## src/rtl/sobel_pkg.sv

```systemverilog
// Shared types for the frame-granular sobel input arbiter.
package sobel_pkg;

  typedef enum logic [0:0] {IDLE, STREAM} arb_state_e;

  typedef logic [0:0] sid_t;

endpackage

```

## src/rtl/sid_fifo.sv

```systemverilog
// Small FIFO holding the source id of every frame granted but not yet fully returned.
module sid_fifo
  import sobel_pkg::*;
#(
  parameter int unsigned depth_p = 2  // power of 2, at least 2
) (
  input  logic clk_i,
  input  logic reset_n_i,
  input  logic push_i,
  input  sid_t push_sid_i,
  input  logic pop_i,
  output logic full_o,
  output logic empty_o,
  output sid_t head_o
);

  localparam int unsigned PtrW = $clog2(depth_p);
  localparam logic [PtrW:0] PtrOne = (PtrW + 1)'(1);

  // Extra MSB on each pointer tells full from empty when the indices match.
  logic [PtrW:0] wr_q, rd_q;
  sid_t          mem_q [depth_p];
  logic          do_push, do_pop;

  always_comb begin
    empty_o = (wr_q == rd_q);
    full_o  = (wr_q[PtrW] != rd_q[PtrW]) && (wr_q[PtrW-1:0] == rd_q[PtrW-1:0]);
    head_o  = mem_q[rd_q[PtrW-1:0]];
    // A pop frees the slot in the same cycle, so push is honoured even when full.
    do_push = push_i & (~full_o | pop_i);
    do_pop  = pop_i & ~empty_o;
  end

  always_ff @(posedge clk_i) begin
    if (!reset_n_i) begin
      wr_q <= '0;
      rd_q <= '0;
    end else begin
      if (do_push) wr_q <= wr_q + PtrOne;
      if (do_pop)  rd_q <= rd_q + PtrOne;
    end
  end

  always_ff @(posedge clk_i) begin
    if (do_push) mem_q[wr_q[PtrW-1:0]] <= push_sid_i;
  end

endmodule

```

## src/rtl/sobel_frame_arbiter.sv

```systemverilog
// Round-robin, whole-frame sharing of one streaming sobel filter between two pixel sources;
// tags each filter result with its source id and frame first/last markers.
module sobel_frame_arbiter
  import sobel_pkg::*;
#(
  parameter int unsigned width_in_p     = 8,
  parameter int unsigned width_out_p    = 16,
  parameter int unsigned linewidth_px_p = 480,
  parameter int unsigned lines_p        = 480,
  parameter int unsigned tag_depth_p    = 2
) (
  input  logic                   clk_i,
  input  logic                   reset_n_i,
  input  logic                   s0_valid_i,
  output logic                   s0_ready_o,
  input  logic [width_in_p-1:0]  s0_data_i,
  input  logic                   s1_valid_i,
  output logic                   s1_ready_o,
  input  logic [width_in_p-1:0]  s1_data_i,
  output logic                   filt_valid_o,
  input  logic                   filt_ready_i,
  output logic [width_in_p-1:0]  filt_data_o,
  input  logic                   filt_valid_i,
  output logic                   filt_ready_o,
  input  logic [width_out_p-1:0] filt_data_i,
  output logic                   res_valid_o,
  input  logic                   res_ready_i,
  output logic [width_out_p-1:0] res_data_o,
  output logic                   res_sid_o,
  output logic                   res_first_o,
  output logic                   res_last_o,
  output logic                   busy_o
);

  localparam int unsigned FramePx = linewidth_px_p * lines_p;
  localparam int unsigned CntW    = $clog2(FramePx);
  localparam logic [CntW-1:0] LastCnt = CntW'(FramePx - 1);
  localparam logic [CntW-1:0] CntOne  = CntW'(1);

  arb_state_e      state_q, state_d;
  sid_t            gnt_q, gnt_d;
  sid_t            rr_q, rr_d;
  logic [CntW-1:0] in_cnt_q, in_cnt_d;
  logic [CntW-1:0] out_cnt_q, out_cnt_d;

  logic push, pop, fifo_full, fifo_empty, tag_nonempty;
  logic src_valid, fv, r0, r1, res_v, res_hs;
  sid_t head_sid;

  sid_fifo #(
    .depth_p (tag_depth_p)
  ) u_sid_fifo (
    .clk_i      (clk_i),
    .reset_n_i  (reset_n_i),
    .push_i     (push),
    .push_sid_i (gnt_d),
    .pop_i      (pop),
    .full_o     (fifo_full),
    .empty_o    (fifo_empty),
    .head_o     (head_sid)
  );

  // Input side: grant decision in IDLE, zero-latency pass-through in STREAM.
  always_comb begin
    state_d   = state_q;
    gnt_d     = gnt_q;
    rr_d      = rr_q;
    in_cnt_d  = in_cnt_q;
    push      = 1'b0;
    fv        = 1'b0;
    r0        = 1'b0;
    r1        = 1'b0;
    src_valid = gnt_q[0] ? s1_valid_i : s0_valid_i;
    unique case (state_q)
      IDLE: begin
        if (!fifo_full && (s0_valid_i || s1_valid_i)) begin
          gnt_d   = (s0_valid_i && s1_valid_i) ? rr_q : sid_t'(!s0_valid_i);
          push    = 1'b1;
          state_d = STREAM;
        end
      end
      STREAM: begin
        fv = src_valid;
        r0 = ~gnt_q[0] & filt_ready_i;
        r1 = gnt_q[0] & filt_ready_i;
        if (src_valid && filt_ready_i) begin
          if (in_cnt_q == LastCnt) begin
            in_cnt_d = '0;
            rr_d     = ~gnt_q;
            state_d  = IDLE;
          end else begin
            in_cnt_d = in_cnt_q + CntOne;
          end
        end
      end
      default: state_d = IDLE;
    endcase
  end

  // Output side runs independently of the FSM; results wait until a tag is present.
  always_comb begin
    tag_nonempty = ~fifo_empty;
    res_v        = filt_valid_i & tag_nonempty;
    res_hs       = res_v & res_ready_i;
    pop          = res_hs & (out_cnt_q == LastCnt);
    out_cnt_d    = out_cnt_q;
    if (res_hs) out_cnt_d = pop ? '0 : out_cnt_q + CntOne;
  end

  // Handshake outputs are held low while reset is asserted.
  always_comb begin
    s0_ready_o   = r0 & reset_n_i;
    s1_ready_o   = r1 & reset_n_i;
    filt_valid_o = fv & reset_n_i;
    filt_data_o  = gnt_q[0] ? s1_data_i : s0_data_i;
    filt_ready_o = res_ready_i & tag_nonempty & reset_n_i;
    res_valid_o  = res_v & reset_n_i;
    res_data_o   = filt_data_i;
    res_sid_o    = head_sid[0];
    res_first_o  = (out_cnt_q == '0);
    res_last_o   = (out_cnt_q == LastCnt);
    busy_o       = reset_n_i & ((state_q == STREAM) | tag_nonempty);
  end

  always_ff @(posedge clk_i) begin
    if (!reset_n_i) begin
      state_q   <= IDLE;
      gnt_q     <= '0;
      rr_q      <= '0;
      in_cnt_q  <= '0;
      out_cnt_q <= '0;
    end else begin
      state_q   <= state_d;
      gnt_q     <= gnt_d;
      rr_q      <= rr_d;
      in_cnt_q  <= in_cnt_d;
      out_cnt_q <= out_cnt_d;
    end
  end

endmodule
```

## config.mk

```make
export PLATFORM = sky130hd
export DESIGN_NAME = sobel_frame_arbiter
export DESIGN_NICKNAME = d
export VERILOG_FILES = /design/src/rtl/sobel_pkg.sv /design/src/rtl/sid_fifo.sv /design/src/rtl/sobel_frame_arbiter.sv
export SDC_FILE = /design/constraint.sdc
export NUM_CORES = 1
export LEC_CHECK = 0
export BUFFER_PORTS_ARGS = -buffer_cell sky130_fd_sc_hd__buf_2
export CORE_UTILIZATION = 47
export DETAILED_ROUTE_END_ITERATION = 10
export GPL_ROUTABILITY_DRIVEN = 0
export GPL_TIMING_DRIVEN = 0
export PLACE_DENSITY = 0.81
export SLEW_MARGIN = 40
export SYNTH_ARGS = -nofsm -noshare
export SYNTH_HDL_FRONTEND = slang
export SYNTH_HIERARCHICAL = 1
export SYNTH_SLANG_ARGS = --single-unit
```

## constraint.sdc

```tcl
create_clock -name clk_i -period 6.3 [get_ports clk_i]
set_clock_uncertainty 0.1 [all_clocks]
set_input_delay 1.26 -clock clk_i [delete_from_list [all_inputs] [get_ports clk_i]]
set_output_delay 1.26 -clock clk_i [all_outputs]
set_load 0.05 [all_outputs]
```

# After elaboration in Yosys (flattened, before gate mapping)

Memories as Yosys holds them, arrays and structs flattened. A register that Yosys moved wholly into a read port is not among the register bits.
Cells that the tools add are included.

Bits in registers: 43
RAM bits: 2
Bits of input ports: 39
Output and inout port bits: 33
Logic and storage cells: 66
Memories: 1

$add $sub $neg: 4
Equal/unequal tests: 5
Mux-type cells: 19
Bitwise operators: 20
Reduce and logical (&&, ||, !) cells: 10

Memory list:

| memory           | words | width | rd ports | clocked after Yosys merged registers in | write ports | RTL line       | source |
|---|---|---|---|---|---|---|---|
| u_sid_fifo.mem_q | 2     | 1     | 1        | 1                                       | 1           | sid_fifo.sv:22 | `sid_t mem_q [depth_p];` |

Operators by type and width:

| cell                                                             | number |
|---|---|
| 18-bit by 1-bit adder with 18-bit output (second input constant) | 2 |
| 18-bit equality test (second input constant)                     | 2 |
| 18-bit 2-to-1 mux                                                | 2 |
| 18-bit logical NOT                                               | 1 |
| 1-bit 2-to-1 mux                                                 | 15 |
| 1-bit AND                                                        | 14 |
| 8-bit 2-to-1 mux                                                 | 1 |
| 2-bit by 1-bit adder with 2-bit output (second input constant)   | 2 |
| 1-bit logical AND                                                | 4 |
| 1-bit inverter                                                   | 4 |
| 3-bit AND reduction                                              | 1 |
| 2-bit equality test                                              | 1 |
| 1-bit logical NOT                                                | 2 |
| 1-bit OR                                                         | 2 |
| 1-bit one-hot mux with 2 select lines                            | 1 |
| 2-bit AND reduction                                              | 1 |
| 1-bit equality test                                              | 1 |
| 1-bit logical OR                                                 | 1 |
| 1-bit != test                                                    | 1 |

# Longest topological paths before layout

Gate-level depths: netlist of run 1.

Depth in word-level cells: 9
Depth in mapped cells: 10

# By module

The synthesis of run 1 kept the hierarchy.

Modules (own cells, without submodules):

| module              | instances | cells an instance | area each (µm²) |
|---|---|---|---|
| sobel_frame_arbiter | 1         | 269               | 2205.9 |
| sid_fifo            | 1         | 35                | 364.1 |

# Least setup slack after synthesis of run 1

Ideal clock, no wire load.

Path type: register to output
Start point: reg out_cnt_q[10]
End point: out res_last_o
Data arrival time: 2868 ps
Required time: 4940 ps
Slack: 2072 ps
Cell stages (with the launch flop): 4
Cell sequence: dfxtp_1 > or4_1 > or4_4 > nor4_1

Longest elaborated chain between the ends: 1

Ends and longest elaborated chain:

| element                | RTL line                   | source |
|---|---|---|
| from (decl)            | sobel_frame_arbiter.sv:44  | `logic [CntW-1:0] out_cnt_q, out_cnt_d;` |
| from (signal assigned) | sobel_frame_arbiter.sv:137 | `out_cnt_q <= out_cnt_d;` |
| 18-bit equality test   | sobel_frame_arbiter.sv:121 | `res_last_o = (out_cnt_q == LastCnt);` |
| to (decl)              | sobel_frame_arbiter.sv:31  | `output logic res_last_o,` |

Every way passes these cells.

# Worst setup path in the final report of run 1

Start point: in reset_n_i
End point: out s0_ready_o

Longest elaborated chain between the ends: 1

Ends and longest elaborated chain:

| element     | RTL line                   | source |
|---|---|---|
| from (decl) | sobel_frame_arbiter.sv:13  | `input logic reset_n_i,` |
| 1-bit AND   | sobel_frame_arbiter.sv:112 | `s0_ready_o = r0 & reset_n_i;` |
| to (decl)   | sobel_frame_arbiter.sv:15  | `output logic s0_ready_o,` |

Every way passes these cells.

==> results.tsv, run 1 <==
metric	value	unit
status	finished clean	
min cycle time layout	3.84	ns
GRT Util Overall	19.8	%
pin count of the biggest net entering global routing	14	
final worst path period share	60.9	%
CP Launch Type	input pin	
HPWL after detailed placement	4290	um
fin area	3010	um2
largest area contributor in the netlist	dfxtp_1	
global-route wire length before repair	9520	um
Mapped Cells	304	
Die Wd	75.9	um
vias in the first global route	2210	
total core area	5170	um2
final setup fails	0	
Seq cells post-synth	46	
Post-Synth XOR/XNOR Area	6.13	%
RSZ-0062 raised after global routing	false	
CP arrival	2.48	ns
Synth area leaders	dfxtp_1, mux2_2, buf_4	
chip height	75.9	um
antenna viol nets, final	0	
clock slew seen by the registers of the worst setup and hold paths	0.08	ns
DR pass1 iterations	4	
post-synthesis simple-gate area fraction	30.3	%
CTS sink cnt	46	
drt wl/cell	13.0	um
max-slew violations	0	
EDFF count, synth	2	
number of buffers created by CTS	5	
routed via count	2397	
largest family of logic cells by synthesized area	simple AND/OR/NAND/NOR gates	
Critical Path Sink Type	output pin	
Setup CP Type	in -> out	
Netlist cell types	46	
CTS tree	built	
CP Max Fanout	10	
later-pin clock latency in the skew report	0.29	ns
Synthesized Nets	346	
pre-CTS setup slack	2.44	ns
setup bufs post-CTS	0	
setup TNS	0	ns
Die ar.	5770	um2
Power Dens Cells	200	nW/um2
Commonest cells post-synth	dfxtp_1, nor2_1, a21oi_1	
Non-Filler Instances	437	
Compound-Gate Fraction of Synth Area	12.1	%
DR vias/cell	5.49	
n_diodes	0	
hold buffers post-CTS	0	
Main synth FF type	dfxtp_1	
Total Wirelength	5680	um
Synth Area in Adders	1.46	%
final net count	408	
mux contribution to synthesized area	5.60	%
fillers	470	
share of layout cells above drive strength 1	27.8	%
PortBufs	55	
Syn Area/Cell	8.45	um2
max_cap viols	0	
Hold/Removal Path Class	reg -> reg	
PnR worst setup slack	2.46	ns
Peak Freq	0.261	GHz
Congestion Overflow GR	0	
Initial Util	49.7	%
H-tree levels	2	
CTS Root Cell	clkbuf_8	
DRC	0	
Synth async-reset ratio	0	%
cts repair resizes	0	
placed cells	429	
initial antenna violation count	0	
share of the synthesized area in the top cell type	34.3	%
P_leak	1.16	nW
Ys Warns	6	
Synth-to-Final Area Change	17.3	%
Area after DPL	2930	um2
Seq/Total Area, Yosys	36.6	%
Top Ports	72	
row cnt	26	
worst-margin pin slew	0.698	ns
initial DRC count	134	
Mapped Area	2570	um2
Max clock buf depth	2	
count of final hold-check violations	0	
worst rel slew slack	53.2	%
most common cell in the netlist	dfxtp_1	
Max VDD drop	0.000134	V
worst endpoint required time	4.94	ns
-- stage by stage --
stage               power [mW]  utilization (%)  hold slack [ns]
floorplan                0.410                -            0.362
detailed placement       0.440             56.7            0.394
CTS                      0.609             58.3            0.405
global placement         0.438             56.7            0.378
finish                   0.603             58.3            0.404
global route             0.627             58.3            0.426
-- logic make-up (layout without fill, tap and decap cells) --
| group | Yosys count | in the layout |
|---|---|---|
| mux | 13 | 13 |
| simple gates | 138 | 138 |
| compound gates | 52 | 52 |
| fa+ha+maj | 3 | 3 |
| buf+inv | 34 | 97 |
| xor+xnor | 18 | 18 |
| flops | 46 | 46 |
-- worst paths after layout --
check                                                     start                       endpoint  slack (ns)  depth (start not counted)
worst max-delay path                                  reset_n_i                     s0_ready_o        2.46                          5
worst min-delay path                  out_cnt_q[0]$_SDFFE_PN0P_      out_cnt_q[0]$_SDFFE_PN0P_        0.40                          2
worst min register to register        out_cnt_q[0]$_SDFFE_PN0P_      out_cnt_q[0]$_SDFFE_PN0P_        0.40                          2
worst max register to register  u_sid_fifo/wr_q[0]$_SDFFE_PN0P_  u_sid_fifo/mem_q[0]$_DFFE_PP_        3.11                          9
-- sequential cells by signal (all words and copies together), names as in the netlist, named ones only --
name	cells
in_cnt_q	18
out_cnt_q	18
u_sid_fifo/mem_q	2
u_sid_fifo/rd_q	2
u_sid_fifo/wr_q	2
gnt_q	1
rr_q	1
state_q	1
-- power by group --
part	switching, mW	internal [mW]
clock	0.0933	0.0764
combinational	0.0900	0.0422
sequential	0.00302	0.298
total	0.186	0.417
-- routing by layer --
metal,vias up,track usage (%),wire length (um)
li1,1207,-,-
met1,1102,22.9,2460
met2,77,36.3,2850
met3,11,3.61,248
met4,0,7.31,112
met5,-,0,0
-- critical path, stage by stage --
cell and delay [ns]:
buf_2 0.18, clkbuf_1 0.46, nand3_1 0.17, nor2_1 0.12, buf_2 0.28
-- layout by cell type, fill, tap and decap left out, types with 8 or more instances in the layout --
cell,Yosys,final
mux2_2,11,11
nor2_1,32,32
buf_2,3,58
inv_1,9,9
nor3_1,8,8
o21ai_0,15,15
nand4_1,11,11
a21oi_1,23,23
xnor2_1,12,12
nand3_1,15,15
buf_4,16,16
dfxtp_1,44,44
nand2_1,20,20
or3_1,15,15
-- final cells by class --
type	instances	area, um2	share of cell area (%)
Sequential cell	46	941	31.2
Tap cell	70	87.6	2.91
Buffer	25	166	5.52
Timing Repair Buffer	55	275	9.13
Inverter	9	33.8	1.12
Multi-Input combinational cell	224	1430	47.4
Clock buffer	6	72.6	2.41
Clock inverter	2	8.76	0.291
Power figures use the tool's default switching activity.
==> inputs of run 2 (changes only) <==
--- a/config.mk
+++ b/config.mk
@@ -5,12 +5,13 @@
 export SDC_FILE = /design/constraint.sdc
 export NUM_CORES = 1
 export LEC_CHECK = 0
+export ABC_AREA = 1
 export BUFFER_PORTS_ARGS = -buffer_cell sky130_fd_sc_hd__buf_2
 export CORE_UTILIZATION = 47
 export DETAILED_ROUTE_END_ITERATION = 10
 export GPL_ROUTABILITY_DRIVEN = 0
 export GPL_TIMING_DRIVEN = 0
-export PLACE_DENSITY = 0.81
+export PLACE_DENSITY = 0.8
 export SLEW_MARGIN = 40
 export SYNTH_ARGS = -nofsm -noshare
 export SYNTH_HDL_FRONTEND = slang
==> constraint.sdc (replaced) <==
create_clock -name clk_i -period 3.91 [get_ports clk_i]
set_clock_uncertainty 0.1 [all_clocks]
set_input_delay 0.782 -clock clk_i [delete_from_list [all_inputs] [get_ports clk_i]]
set_output_delay 0.782 -clock clk_i [all_outputs]
set_load 0.05 [all_outputs]
==> results.tsv, run 2 <==
metric	value	unit	change
DR vias/cell	4.87		-11%
PortBufs	55		unchanged
clock slew seen by the registers of the worst setup and hold paths	0.09	ns	about the same
worst rel slew slack	63.4	%	+10 points
R2R setup slack	1.52	ns	-1.59 ns
drt wl/cell	10.8	um	-17%
combinational power share	21.4	%	-0.5 points
Regs by FF count	in_cnt_q x18, out_cnt_q x18		
final worst path period share	80.1	%	
Max VDD drop	0.000313	V	+130%
Main synth FF type	dfxtp_1		
Congestion Overflow GR	0		unchanged
final setup fails	0		unchanged
number of buffers created by CTS	5		unchanged
HPWL after detailed placement	4650	um	+8.5%
Die ar.	6250	um2	+8.4%
commonest non-fill, non-tap cell in the layout	nand2_1		
footprint of the multi-input gates	1490	um2	+3.9%
pin count of the biggest net entering global routing	15		+1
share of layout cells above drive strength 1	19.6	%	-8.2 points
Synthesized Nets	480		+39%
Syn Area/Cell	6.37	um2	-25%
FF-to-FF path depth	14		+5
Setup CP Type	in -> out		
total core area	5610	um2	+8.4%
H-tree levels	2		unchanged
CP Max Fanout	10		unchanged
Synth area leaders	dfxtp_1, nand2_1, nor2_1		
Seq cells post-synth	46		unchanged
DR pass1 iterations	4		unchanged
Seq/Total Area, Yosys	33.7	%	-2.9 points
global-route wire length before repair	10500	um	+11%
antenna viol nets, final	0		unchanged
CP Launch Type	input pin		
Sw Ratio	31.4	%	+0.54 points
initial DRC count	128		-4.5%
share of the synthesized area in the top cell type	31.6	%	-2.7 points
Total Wirelength	6180	um	+8.9%
Die Wd	79.1	um	+4.1%
pre-CTS setup slack	0.766	ns	-1.68 ns
DRC	0		unchanged
status	finished clean		
Non-Filler Instances	573		+31%
Max clock buf depth	2		unchanged
Hold Startpoint	in_cnt_q[17]$_SDFFE_PN0P_		
Mapped Area	2790	um2	+8.6%
vias in the first global route	2651		+20%
Power Dens Cells	329	nW/um2	+64%
r2r endpoint	u_sid_fifo/mem_q[0]$_DFFE_PP_		
Netlist cell types	34		-26%
count of final hold-check violations	0		unchanged
R2R Path Start	u_sid_fifo/rd_q[0]$_SDFFE_PN0P_		
largest area contributor in the netlist	dfxtp_1		
max_cap viols	0		unchanged
CTS tree	built		
internal power	737	uW	+77%
placed cells	565		+32%
Hold/Removal Path Class	reg -> reg		
hold buffers post-CTS	0		unchanged
EDFF count, synth	2		unchanged
worst-margin pin slew	0.549	ns	-0.149 ns
most common cell in the netlist	nand2_1		
Critical Path Sink Type	output pin		
P_leak	1.45	nW	+26%
hold path endpoint	in_cnt_q[17]$_SDFFE_PN0P_		
Hold Path Cell Cnt	2		unchanged
setup bufs post-CTS	0		unchanged
NetSw	337	uW	+81%
setup TNS	0	ns	unchanged
Initial Util	49.8	%	+0.091 points
CP arrival	2.25	ns	-0.23 ns
min cycle time layout	3.13	ns	
CTS sink cnt	46		unchanged
n_diodes	0		unchanged
cts repair resizes	0		unchanged
initial antenna violation count	0		unchanged
final net count	542		+33%
Top Ports	72		unchanged
Seq pwr share	45.6	%	-4.4 points
Commonest cells post-synth	nand2_1, nor2_1, inv_1		
row cnt	27		+3.8%
worst endpoint required time	3.03	ns	-1.91 ns
Synth async-reset ratio	0	%	unchanged
CTS Root Cell	clkbuf_8		
Mapped Cells	438		+44%
most frequent cells in the layout	nand2_1, nor2_1, buf_2, inv_1, dfxtp_1		
later-pin clock latency in the skew report	0.31	ns	+0.02 ns
fillers	516		+9.8%
GRT Util Overall	20.9	%	+1.1 points
PnR worst setup slack	0.778	ns	-1.68 ns
routed via count	2793		+17%
RSZ-0062 raised after global routing	false		
max-slew violations	0		unchanged
chip height	79.1	um	+4.1%
Ys Warns	6		unchanged
Peak Freq	0.319	GHz	
FF/Latch Area	941	um2	unchanged
proportion of power drawn by the clock network	33.0	%	+4.9 points
Synth-to-Final Area Change	17.0	%	
[run 2: layout make-up]
| type | instances | area share [%] |
|---|---|---|
| Inverter | 54 | 6.20 |
| Clock inverter | 2 | 1.15 |
| Tap cell | 72 | 2.76 |
| Sequential cell | 46 | 28.8 |
| Buffer | 22 | 4.98 |
| Multi-Input combinational cell | 316 | 45.5 |
| Timing Repair Buffer | 55 | 8.43 |
| Clock buffer | 6 | 2.22 |
[run 2: worst max path at each step]
stage	from	slack, ns	to	cells past startpoint
global route	reset_n_i	0.67	busy_o	5
global placement	reset_n_i	0.78	busy_o	5
CTS	reset_n_i	0.77	busy_o	5
floorplan	reset_n_i	0.60	s1_ready_o	2
finish	reset_n_i	0.78	busy_o	5
detailed placement	reset_n_i	0.77	busy_o	5
[run 2: power groups by stage]
stage                     clock, mW  sequential, mW  combinational (mW)
after floorplan                   0           0.499               0.178
after global placement            0           0.500               0.227
after detailed placement          0           0.501               0.230
after CTS                     0.362           0.490               0.231
after global routing          0.386           0.491               0.251
final                         0.355           0.490               0.229
[run 2: cell families (layout without fill, tap and decap cells)]
logic type,after synthesis,count (layout),synth area share (%)
flops,46,46,33.7
fa+ha+maj,3,3,1.34
xor+xnor,11,11,3.45
compound gates,32,32,6.23
simple gates,269,269,41.8
buf+inv,76,139,13.1
mux,1,1,0.403
[run 2: critical path, stage by stage]
cell	delay [ns]
buf_2	0.21
clkinv_1	0.40
clkbuf_1	0.39
a21oi_1	0.18
buf_2	0.28
[run 2: layer usage]
metal	up-vias	GRT usage, %	part of all wire [%]
li1	1480	-	-
met1	1249	23.0	43
met2	56	38.4	51
met3	8	4.37	4.6
met4	0	9.09	1.2
met5	-	0	0
[run 2: through the flow]
| step | utilization, % | power, mW | hold WS [ns] | cell area, um2 |
|---|---|---|---|---|
| 6_report | 58.3 | 1.07 | 0.368 | 3270 |
| 5_1_grt | 58.3 | 1.13 | 0.376 | 3270 |
| 4_1_cts | 58.3 | 1.08 | 0.366 | 3270 |
| 3_5_place_dp | 56.3 | 0.731 | 0.351 | 3160 |
| 3_3_place_gp | 56.3 | 0.727 | 0.346 | 3160 |
| 2_1_floorplan | - | 0.677 | 0.337 | 2790 |
==> inputs of run 3 (changes only) <==
--- a/config.mk
+++ b/config.mk
@@ -11,7 +11,7 @@
 export DETAILED_ROUTE_END_ITERATION = 10
 export GPL_ROUTABILITY_DRIVEN = 0
 export GPL_TIMING_DRIVEN = 0
-export PLACE_DENSITY = 0.8
+export PLACE_DENSITY = 0.83
 export SLEW_MARGIN = 40
 export SYNTH_ARGS = -nofsm -noshare
 export SYNTH_HDL_FRONTEND = slang
==> constraint.sdc (replaced) <==
create_clock -name clk_i -period 2.8 [get_ports clk_i]
set_clock_uncertainty 0.1 [all_clocks]
set_input_delay 0.56 -clock clk_i [delete_from_list [all_inputs] [get_ports clk_i]]
set_output_delay 0.56 -clock clk_i [all_outputs]
set_load 0.05 [all_outputs]
==> results.tsv, run 3 (synthesis gave the netlist of run 2 again) <==
metric	value	unit	change
DRC	0		unchanged
number of buffers created by CTS	5		unchanged
Hold Path Cell Cnt	2		unchanged
FF/Latch Area	941	um2	unchanged
Max clock buf depth	2		unchanged
placed cells	565		unchanged
CTS tree	built		
max_cap viols	0		unchanged
drt wl/cell	11.0	um	+2.2%
R2R setup slack	0.37	ns	-1.15 ns
DR pass1 iterations	5		+1
status	finished clean		
CTS Root Cell	clkbuf_8		
Top Ports	72		unchanged
pin count of the biggest net entering global routing	15		unchanged
P_leak	1.46	nW	+0.57%
worst stage delay on the critical path	0.33	ns	-0.07 ns
vias in the first global route	2483		-6.3%
commonest non-fill, non-tap cell in the layout	nand2_1		
n_diodes	0		unchanged
total core area	5610	um2	unchanged
cts repair resizes	0		unchanged
R2R Path Start	u_sid_fifo/rd_q[0]$_SDFFE_PN0P_		
Peak Freq	0.382	GHz	
final net count	542		unchanged
Critical Path Sink Type	output pin		
footprint of the multi-input gates	1500	um2	+0.84%
Setup CP Type	in -> out		
worst path bufs/invs	4		unchanged
chip height	79.1	um	unchanged
Power Dens Cells	457	nW/um2	+39%
CP Cell Sequence	buf_2, clkinvlp_4, clkbuf_1, a21oi_1, buf_2		
antenna viol nets, final	0		unchanged
CP Max Fanout	10		unchanged
max-slew violations	0		unchanged
initial antenna violation count	0		unchanged
fin area	3280	um2	+0.46%
final setup fails	0		unchanged
critical-path cell with the highest stage delay	clkinvlp_4		
worst endpoint required time	2.14	ns	-0.89 ns
global-route wire length before repair	10300	um	-2.6%
worst rel slew slack	67.1	%	+3.8 points
routed via count	2789		-0.14%
total power	1.50	mW	+40%
delay-heaviest family, CP	buffers and inverters		
worst-margin pin slew	0.493	ns	-0.0565 ns
CTS sink cnt	46		unchanged
DR vias/cell	4.87		-0.14%
Area after DPL	3170	um2	+0.40%
GRT Util Overall	20.4	%	-0.48 points
CP arrival	1.95	ns	-0.30 ns
Synth-to-Final Area Change	17.6	%	
Regs by FF count	in_cnt_q x18, out_cnt_q x18		
CP Launch Type	input pin		
Hold Startpoint	in_cnt_q[17]$_SDFFE_PN0P_		
RSZ-0062 raised after global routing	false		
r2r endpoint	u_sid_fifo/mem_q[0]$_DFFE_PP_		
Max VDD drop	0.000369	V	+18%
Die Wd	79.1	um	unchanged
share of layout cells above drive strength 1	20.4	%	+0.80 points
hold path endpoint	in_cnt_q[17]$_SDFFE_PN0P_		
final worst path period share	93.4	%	
most used cell, CP	buf_2		
Initial Util	49.8	%	unchanged
most frequent cells in the layout	nand2_1, nor2_1, buf_2, inv_1, dfxtp_1		
Total Wirelength	6320	um	+2.2%
hold buffers post-CTS	0		unchanged
Hold/Removal Path Class	reg -> reg		
HPWL after detailed placement	4830	um	+3.9%
Die ar.	6250	um2	unchanged
row cnt	27		unchanged
H-tree levels	2		unchanged
PortBufs	55		unchanged
fillers	516		unchanged
Non-Filler Instances	573		unchanged
later-pin clock latency in the skew report	0.30	ns	about the same
initial DRC count	142		+11%
count of final hold-check violations	0		unchanged
Congestion Overflow GR	0		unchanged
min cycle time layout	2.61	ns	
setup bufs post-CTS	0		unchanged
FF-to-FF path depth	14		unchanged
clock slew seen by the registers of the worst setup and hold paths	0.08	ns	about the same
worst hold slack	0.370	ns	+0.00237 ns
setup TNS	0	ns	unchanged
[run 3: layer usage]
layer	routed length [um]	part of all wire [%]	vias to the layer above	global-route usage [%]
li1	-	-	1478	-
met4	79	1.2	0	6.73
met5	0	0	-	0
met1	2810	44	1217	24.5
met2	3140	50	85	36.6
met3	301	4.8	9	3.45
[run 3: worst max path at each step]
stage,to,depth (start not counted),from,slack [ns]
final,busy_o,5,reset_n_i,0.19
after detailed placement,busy_o,5,reset_n_i,0.1
after global routing,busy_o,5,reset_n_i,0.07
after CTS,busy_o,5,reset_n_i,0.07
after global placement,busy_o,5,reset_n_i,0.09
after floorplan,s0_ready_o,4,gnt_q$_SDFF_PN0_,0.36
[run 3: worst min-delay path, stage by stage (launching register included)]
cell	delay, ns
dfxtp_1	0.32
nand2_1	0.06
a21oi_1	0.05
[run 3: through the flow]
step | setup slack, ns | utilization, %
after floorplan | 0.361 | -
after global placement | 0.0891 | 56.5
after detailed placement | 0.0984 | 56.5
after CTS | 0.0671 | 58.5
after global routing | 0.0739 | 58.5
final | 0.185 | 58.5
[run 3: layout make-up]
cell class	count	area share, %
clock buffer	5	2.10
clock inverter	3	1.22
timing repair buffer	55	8.39
buffer	22	4.96
tap	72	2.74
sequential	46	28.7
multi-input combinational	316	45.6
inverter	54	6.29
[run 3: where the power goes]
part	internal, mW	switching, mW
Sequential	0.673	0.0103
Combinational	0.0899	0.235
Clock	0.263	0.229
